File: config.mk
export PLATFORM = sky130hd
export DESIGN_NAME = wheel_period_meas
export DESIGN_NICKNAME = d
export VERILOG_FILES = /design/src/rtl/wheel_period_meas.sv
export SDC_FILE = /design/constraint.sdc
export NUM_CORES = 1
export LEC_CHECK = 0
export CAP_MARGIN = 20
export CORE_UTILIZATION = 50
export CTS_BUF_LIST = sky130_fd_sc_hd__clkbuf_8
export CTS_CLUSTER_DIAMETER = 50
export DETAILED_ROUTE_END_ITERATION = 7
export PLACE_DENSITY = 0.84
export SYNTH_ARGS = -nofsm -noshare
export SYNTH_HDL_FRONTEND = slang
export SYNTH_SLANG_ARGS = --single-unit
File: constraint.sdc
create_clock -name clk -period 1.8 [get_ports clk]
set_clock_uncertainty 0.05 [all_clocks]
set_input_delay 0.18 -clock clk [delete_from_list [all_inputs] [get_ports clk]]
set_output_delay 0.18 -clock clk [all_outputs]
set_load 0.005 [all_outputs]
File: src/rtl/wheel_period_meas.sv
// Wheel-sensor period meter: prescaled tick counter between pulses, revolution count, stop detect.
// Optional build macro PERIOD_GLITCH_REJECT_EN ignores pulses arriving sooner than MIN_TICKS.
module wheel_period_meas #(
    parameter int PRESCALE      = 50000,
    parameter int PER_W         = 16,
    parameter int TIMEOUT_TICKS = 3000,
    parameter int MIN_TICKS     = 40,
    parameter int REV_W         = 24
) (
    input  logic             clk,
    input  logic             rst,
    input  logic             pulse_in,
    output logic [PER_W-1:0] period,
    output logic             period_vld,
    output logic             stopped,
    output logic [REV_W-1:0] rev_cnt
);

    localparam int PRE_W = (PRESCALE > 1) ? $clog2(PRESCALE) : 1;

    localparam logic [PRE_W-1:0] PRE_LAST = PRE_W'(PRESCALE - 1);
    localparam logic [PRE_W-1:0] PRE_ONE  = PRE_W'(1);
    localparam logic [PER_W-1:0] TO_LAST  = PER_W'(TIMEOUT_TICKS - 1);
    localparam logic [PER_W-1:0] TICK_MAX = {PER_W{1'b1}};

    typedef enum logic {
        S_IDLE,
        S_MEAS
    } state_t;

    state_t           state, state_nxt;
    logic [PRE_W-1:0] pre_cnt, pre_cnt_nxt;
    logic [PER_W-1:0] tick_cnt, tick_cnt_nxt;
    logic [PER_W-1:0] period_nxt;
    logic             period_vld_nxt;
    logic             stopped_nxt;
    logic [REV_W-1:0] rev_cnt_nxt;

    logic tick;
    logic timeout;
    logic accept;

    assign tick    = (state == S_MEAS) && (pre_cnt == PRE_LAST);
    assign timeout = tick && (tick_cnt == TO_LAST);

`ifdef PERIOD_GLITCH_REJECT_EN
    assign accept = pulse_in && ((state == S_IDLE) || (tick_cnt >= PER_W'(MIN_TICKS)));
`else
    assign accept = pulse_in;
`endif

    // NOTE: every signal gets a default before the case so no path leaves it unassigned (no latch).
    always_comb begin
        state_nxt      = state;
        pre_cnt_nxt    = pre_cnt;
        tick_cnt_nxt   = tick_cnt;
        period_nxt     = period;
        period_vld_nxt = 1'b0;
        stopped_nxt    = stopped;
        rev_cnt_nxt    = rev_cnt;

        // The pulse cycle is the first clock of the new interval, so pulses spaced
        // N*PRESCALE clocks apart land between ticks and measure exactly N.
        case (state)
            S_IDLE: begin
                pre_cnt_nxt  = '0;
                tick_cnt_nxt = '0;
                stopped_nxt  = 1'b1;
                if (accept) begin
                    state_nxt   = S_MEAS;
                    pre_cnt_nxt = PRE_ONE;
                    stopped_nxt = 1'b0;
                    rev_cnt_nxt = rev_cnt + 1'b1;
                end
            end
            S_MEAS: begin
                if (accept) begin
                    period_nxt     = tick_cnt;
                    period_vld_nxt = 1'b1;
                    pre_cnt_nxt    = PRE_ONE;
                    tick_cnt_nxt   = '0;
                    rev_cnt_nxt    = rev_cnt + 1'b1;
                end else if (timeout) begin
                    state_nxt    = S_IDLE;
                    stopped_nxt  = 1'b1;
                    period_nxt   = '0;
                    pre_cnt_nxt  = '0;
                    tick_cnt_nxt = '0;
                end else begin
                    pre_cnt_nxt = tick ? '0 : pre_cnt + 1'b1;
                    if (tick && (tick_cnt != TICK_MAX)) begin
                        tick_cnt_nxt = tick_cnt + 1'b1;
                    end
                end
            end
            default: state_nxt = S_IDLE;
        endcase
    end

    // NOTE: state registers use non-blocking assignment so all flops update from pre-edge values.
    always_ff @(posedge clk) begin
        if (rst) begin
            state      <= S_IDLE;
            pre_cnt    <= '0;
            tick_cnt   <= '0;
            period     <= '0;
            period_vld <= 1'b0;
            stopped    <= 1'b1;
            rev_cnt    <= '0;
        end else begin
            state      <= state_nxt;
            pre_cnt    <= pre_cnt_nxt;
            tick_cnt   <= tick_cnt_nxt;
            period     <= period_nxt;
            period_vld <= period_vld_nxt;
            stopped    <= stopped_nxt;
            rev_cnt    <= rev_cnt_nxt;
        end
    end

endmodule

; Word level (Yosys, flattened, before mapping)
; Index checks and enable logic that the tools add are counted.
[word_totals]
inputBits = 3
word_cells = 44
output_inout_bits = 42
regBits = 75
[classes]
n_mux = 20
n_eq_ne = 6
n_reduce_logical = 7
bitwise_logic = 1
addsub = 3
[ops]
columns = op, count
row1 = $mux W16, 8
row2 = $pmux W16 S2, 2
row3 = $add A16 B1 Y16 const B, 2
row4 = $add A24 B1 Y24 const B, 1
row5 = $mux W24, 1
row6 = $eq A16 B12 Y1 const B, 1
row7 = $eq A16 B16 Y1 const B, 1
row8 = $ne A16 B16 Y1 const B, 1
row9 = $mux W1, 7
row10 = $ne A4 B2 Y1 const B, 1
row11 = $pmux W1 S2, 2
row12 = $reduce_and A2 Y1, 2
row13 = $logic_and A1 B1 Y1, 3
row14 = $ne A2 B1 Y1 const B, 1
row15 = $ne A2 B2 Y1 const B, 1
row16 = $reduce_bool A2 Y1, 1
row17 = $reduce_or A2 Y1, 1
row18 = $not A1 Y1, 1

; Depth between registers and ports, before layout
[logic_depth]
word_depth = 7
ltp_mapped = 7
depth_no_buf = 6

; Worst setup path before layout
; OpenSTA, ideal clock, no wires.
[synth_timing]
path_kind = flip-flop to flip-flop
startpoint = register tick_cnt[0]
endpoint = register tick_cnt[8]
path_buffers = 0
period_less_slack_ns = 1.875
arrival_time_ns = 1.759
stages_incl_launch_ff = 7
required_time_ns = 1.684
path_slack_ns = -0.075
setup_ns = 0.066
path_cell_list = dfxtp_1 > ha_1 > nand4_1 > or3_1 > o211ai_4 > o21ai_0 > a21oi_2
[synth_via]
elab_chain_len = 5
word_cells_on_any_way = 10
classes_between = add/sub (1) / eq/ne (3) / mux (4) / reduce/logical (2)
[synth_rtl]
columns = item, line
row1 = start: declaration, 33  ; logic [PER_W-1:0] tick_cnt, tick_cnt_nxt;
row2 = start signal: assignment, 113  ; tick_cnt <= tick_cnt_nxt;
row3 = $add A16 B1 Y16 or $eq A16 B12 Y1 (tied branches), "92, 44"
row4 = $mux W16 or $logic_and A1 B1 Y1 (tied branches), "91, 44"
row5 = $mux W16, 83  ; end else if (timeout) begin
row6 = $mux W16, 77  ; if (accept) begin
row7 = $pmux W16 S2, 64  ; case (state)
; Parallel ways exist; a longest one is shown, timed or not. The select of a mux whose other input is x is not followed.
; A chain may end at the register's enable or synchronous reset.

; Worst setup path in the final report
[layout_timing]
startpoint = register pre_cnt[5]
endpoint = register period[3]
[layout_via]
elab_chain_len = 5
[layout_rtl]
columns = item, line
row1 = start: declaration, 32  ; logic [PRE_W-1:0] pre_cnt, pre_cnt_nxt;
row2 = start signal: assignment, 112  ; pre_cnt <= pre_cnt_nxt;
row3 = $eq A16 B16 Y1, 43  ; assign tick = (state == S_MEAS) && (pre_cnt == PRE_LAST);
row4 = $logic_and A1 B1 Y1, 43
row5 = $logic_and A1 B1 Y1, 44  ; assign timeout = tick && (tick_cnt == TO_LAST);
row6 = $reduce_bool A2 Y1 (no line), --
row7 = $reduce_and A2 Y1 (no line), --
row8 = end signal: assignment, 114  ; period <= period_nxt;
row9 = end: declaration, 13  ; output logic [PER_W-1:0] period,
; No other way between the ends.

==> impl_metrics.tcl <==
set metrics [dict create \
    drcViolationCount 0 \
    coreArea_um2 6390 \
    syn_inst 365 \
    critPathKind "reg -> reg" \
    synth_area_leaders "dfxtp_1 (45%), nor2_1 (5.7%), a22o_1 (4.2%)" \
    drt-pass1-iter-count 5 \
    antenna_cells 0 \
    fin_hold_ws_ns 0.432 \
    start_util_pct 52.0 \
    chipWidth_um 83.5 \
    cp-startpoint "pre_cnt[5]" \
    syn_area_um2 3320 \
    htreeDepth 3 \
    rsz0062_at_grt "true" \
    die_height_um 83.5 \
    synth_edf_count 0 \
    synth_seq_cells 75 \
    setup_viol 28 \
    async_flop_share_pct 0 \
    dieArea_um2 6970 \
    routabilityCongestion 0.861 \
    synth.most_common_cell "dfxtp_1" \
    antenna_left 0 \
    worstPathCellList "nor4b_4 > buf_4 > nand4_1 > nor4_4 > buf_4 > o22ai_4 > a22o_1" \
    clock-sinks 75 \
    yosys_warnings 0 \
    avgSynthCellArea_um2 9.10 \
    flow.area_growth_from_synthesis_pct 52.9 \
    power_density_nw_per_um2 652 \
    post-route-period-util_pct 108 \
    clk_latency_ns 0.35 \
    fmax_mhz 514 \
    portBuffers 44 \
    maxCapViolations 0 \
    hold_viol 0 \
    cts_tree "yes" \
    violations "negative setup slack" \
    dp_hpwl_um 6040 \
    met2_length_um 5540 \
    yosysTopAreaCell "dfxtp_1" \
    setup_slack_ns -0.144 \
    routed_wl_um 10900 \
    grt_max_degree 29 \
    wl_met3_um 561 \
    ys_types 52 \
    drt-vias-per-instance 6.12 \
    drive_gt1_share_pct 33.1 \
    reg2reg_depth 7 \
    ys_seq_area_share_pct 45.2 \
    cp_common_cell "buf_4" \
    holdCritPathClass "reg -> reg" \
    clk_pin_slew_ns 0.07 \
    stdcell_count 572 \
    worstReg2RegStart "pre_cnt[5]" \
    wl_met1_um 4150 \
    synthDominantCellAreaShare_pct 45.2 \
    cts_buffer_depth 2 \
    cpPeakStageDelay_ns 0.34 \
    slowest_stage "dfxtp_2" \
    critPathLaunchType "flop" \
    numCtsBuffers 9 \
    detail_route.wl_per_cell_um 19.0 \
    pin_count 45 \
    overflow 0 \
    relSlewSlack_pct 71.4 \
    crit_fanout 8 \
    reg2reg_to "period[3]" \
    final_nets 496 \
    synth_fp_nets 371 \
    reg2reg_setup_slack_ns -0.14 \
    grt_usage_pct 26.4 \
    rows 29 \
    finalSetupTns_ns -2.52 \
    finalCriticalPeriod_ns 1.94 \
    dpl.cell_count 538 \
    holdBufCountCts 0 \
    grt_pass1_vias 3118 \
    drtIter0Drc 190 \
    cp-end-kind "flop" \
    synth-main-ff-cell "dfxtp_1" \
    vias 3503 \
    finalMaxSlewViolations 0 \
    antenna_found_initial 0 \
    critPathCapture "period[3]" \
    worst_slew_pin_slew_ns 0.429 \
    grt_pass1_wl_um 14700 \
    yosys-top-cells-count "dfxtp_1 (75), nor2_1 (50), nand3_1 (26)" \
    p_leak_nw 1.82 \
    status "complete, but fails checks" \
    cts-root-buf "clkbuf_8" \
    cp.arrival_ns 2.13 \
    dr.max_layer_used "met4" \
    required_ns 1.99 \
    peakVddDrop_v 0.000567 \
]
[kinds of logic after synthesis]
family | after synthesis | synth area share (%)
AOI/OAI and AO/OA | 62 | 14.2
xor gates and xnor gates | 30 | 7.91
adders and majority gates | 3 | 1.13
buffers and inverters | 21 | 2.68
DFF | 75 | 45.2
muxes | 3 | 0.942
and+or+nand+nor | 171 | 27.9
[timing repair]
action                                  CTS  global route
buffers inserted                          5            10
gates resized for setup                  11            50
pin swaps                                 8            27
cloned                                    2             2
endpoints found under the setup margin   23            55
[sequential cells by signal, indices dropped and copies added, names as in the netlist]
register and flops:
rev_cnt 24, period 16, pre_cnt 16, tick_cnt 16, period_vld 1, state 1, stopped 1
[report_power, final]
part,internal [mW],total [mW],switching (mW)
combinational,0.0789,0.171,0.0918
sequential,1.67,1.68,0.0107
clock,0.849,1.46,0.610
[area by class of cell]
type                       instances  area (um2)
clock buffer                      11         151
timing repair buffer             125        1140
multi-input combinational        271        2060
inverter                           8        30.0
clock inverter                     5        76.3
tap                               77        96.3
sequential                        75        1520
fill                             343        1310
[cell usage in the layout, fill, tap and decap left out, drive strengths merged, types with 3 or more instances in the layout]
cell / instances
a311oi: 4
and3: 8
xor2: 14
and4: 6
ha: 3
buf: 79
dfxtp: 75
clkdlybuf4s50: 44
o31ai: 3
or3: 6
or4: 4
xnor2: 16
nor3: 13
nor2: 50
nand4: 14
o21ai: 8
or2: 3
a22o: 16
inv: 9
a21oi: 20
nor4: 5
nand3: 26
nand2: 22
clkbuf: 13
[stage by stage]
step                      area (um2)  setup WS, ns  power (mW)  util (%)
final                           5080        -0.144        3.31      79.5
after floorplan                 3360      -0.00229        1.78         -
after global routing            5080        -0.220        3.40      79.5
after CTS                       4700       -0.0730        3.28      73.6
after global placement          4360        -0.300        1.85      68.3
after detailed placement        4360        -0.355        1.85      68.3
[worst min path at each step]
stage / from / endpoint / slack, ns / cells past startpoint
CTS: period[9] / period[9] / 0.43 / 1
global placement: stopped / stopped / 0.40 / 1
floorplan: rst / tick_cnt[1] / 0.34 / 3
global route: period[14] / period[14] / 0.45 / 1
finish: period[14] / period[14] / 0.43 / 1
detailed placement: stopped / stopped / 0.40 / 1
[per-layer routing]
| metal | up-vias | global-route usage, % |
|---|---|---|
| li1 | 1584 | - |
| met1 | 1695 | 29.1 |
| met2 | 162 | 47.0 |
| met3 | 62 | 7.62 |
| met4 | 0 | 11.9 |
| met5 | - | 0 |
[critical path: cells and delay by family, from the launching register on]
family | cells | cell delay, ns
and+or+nand+nor | 3 | 0.79
buffers and inverters | 2 | 0.34
AOI/OAI and AO/OA | 2 | 0.31
DFF | 1 | 0.34
(Power assumes the default switching activity.)
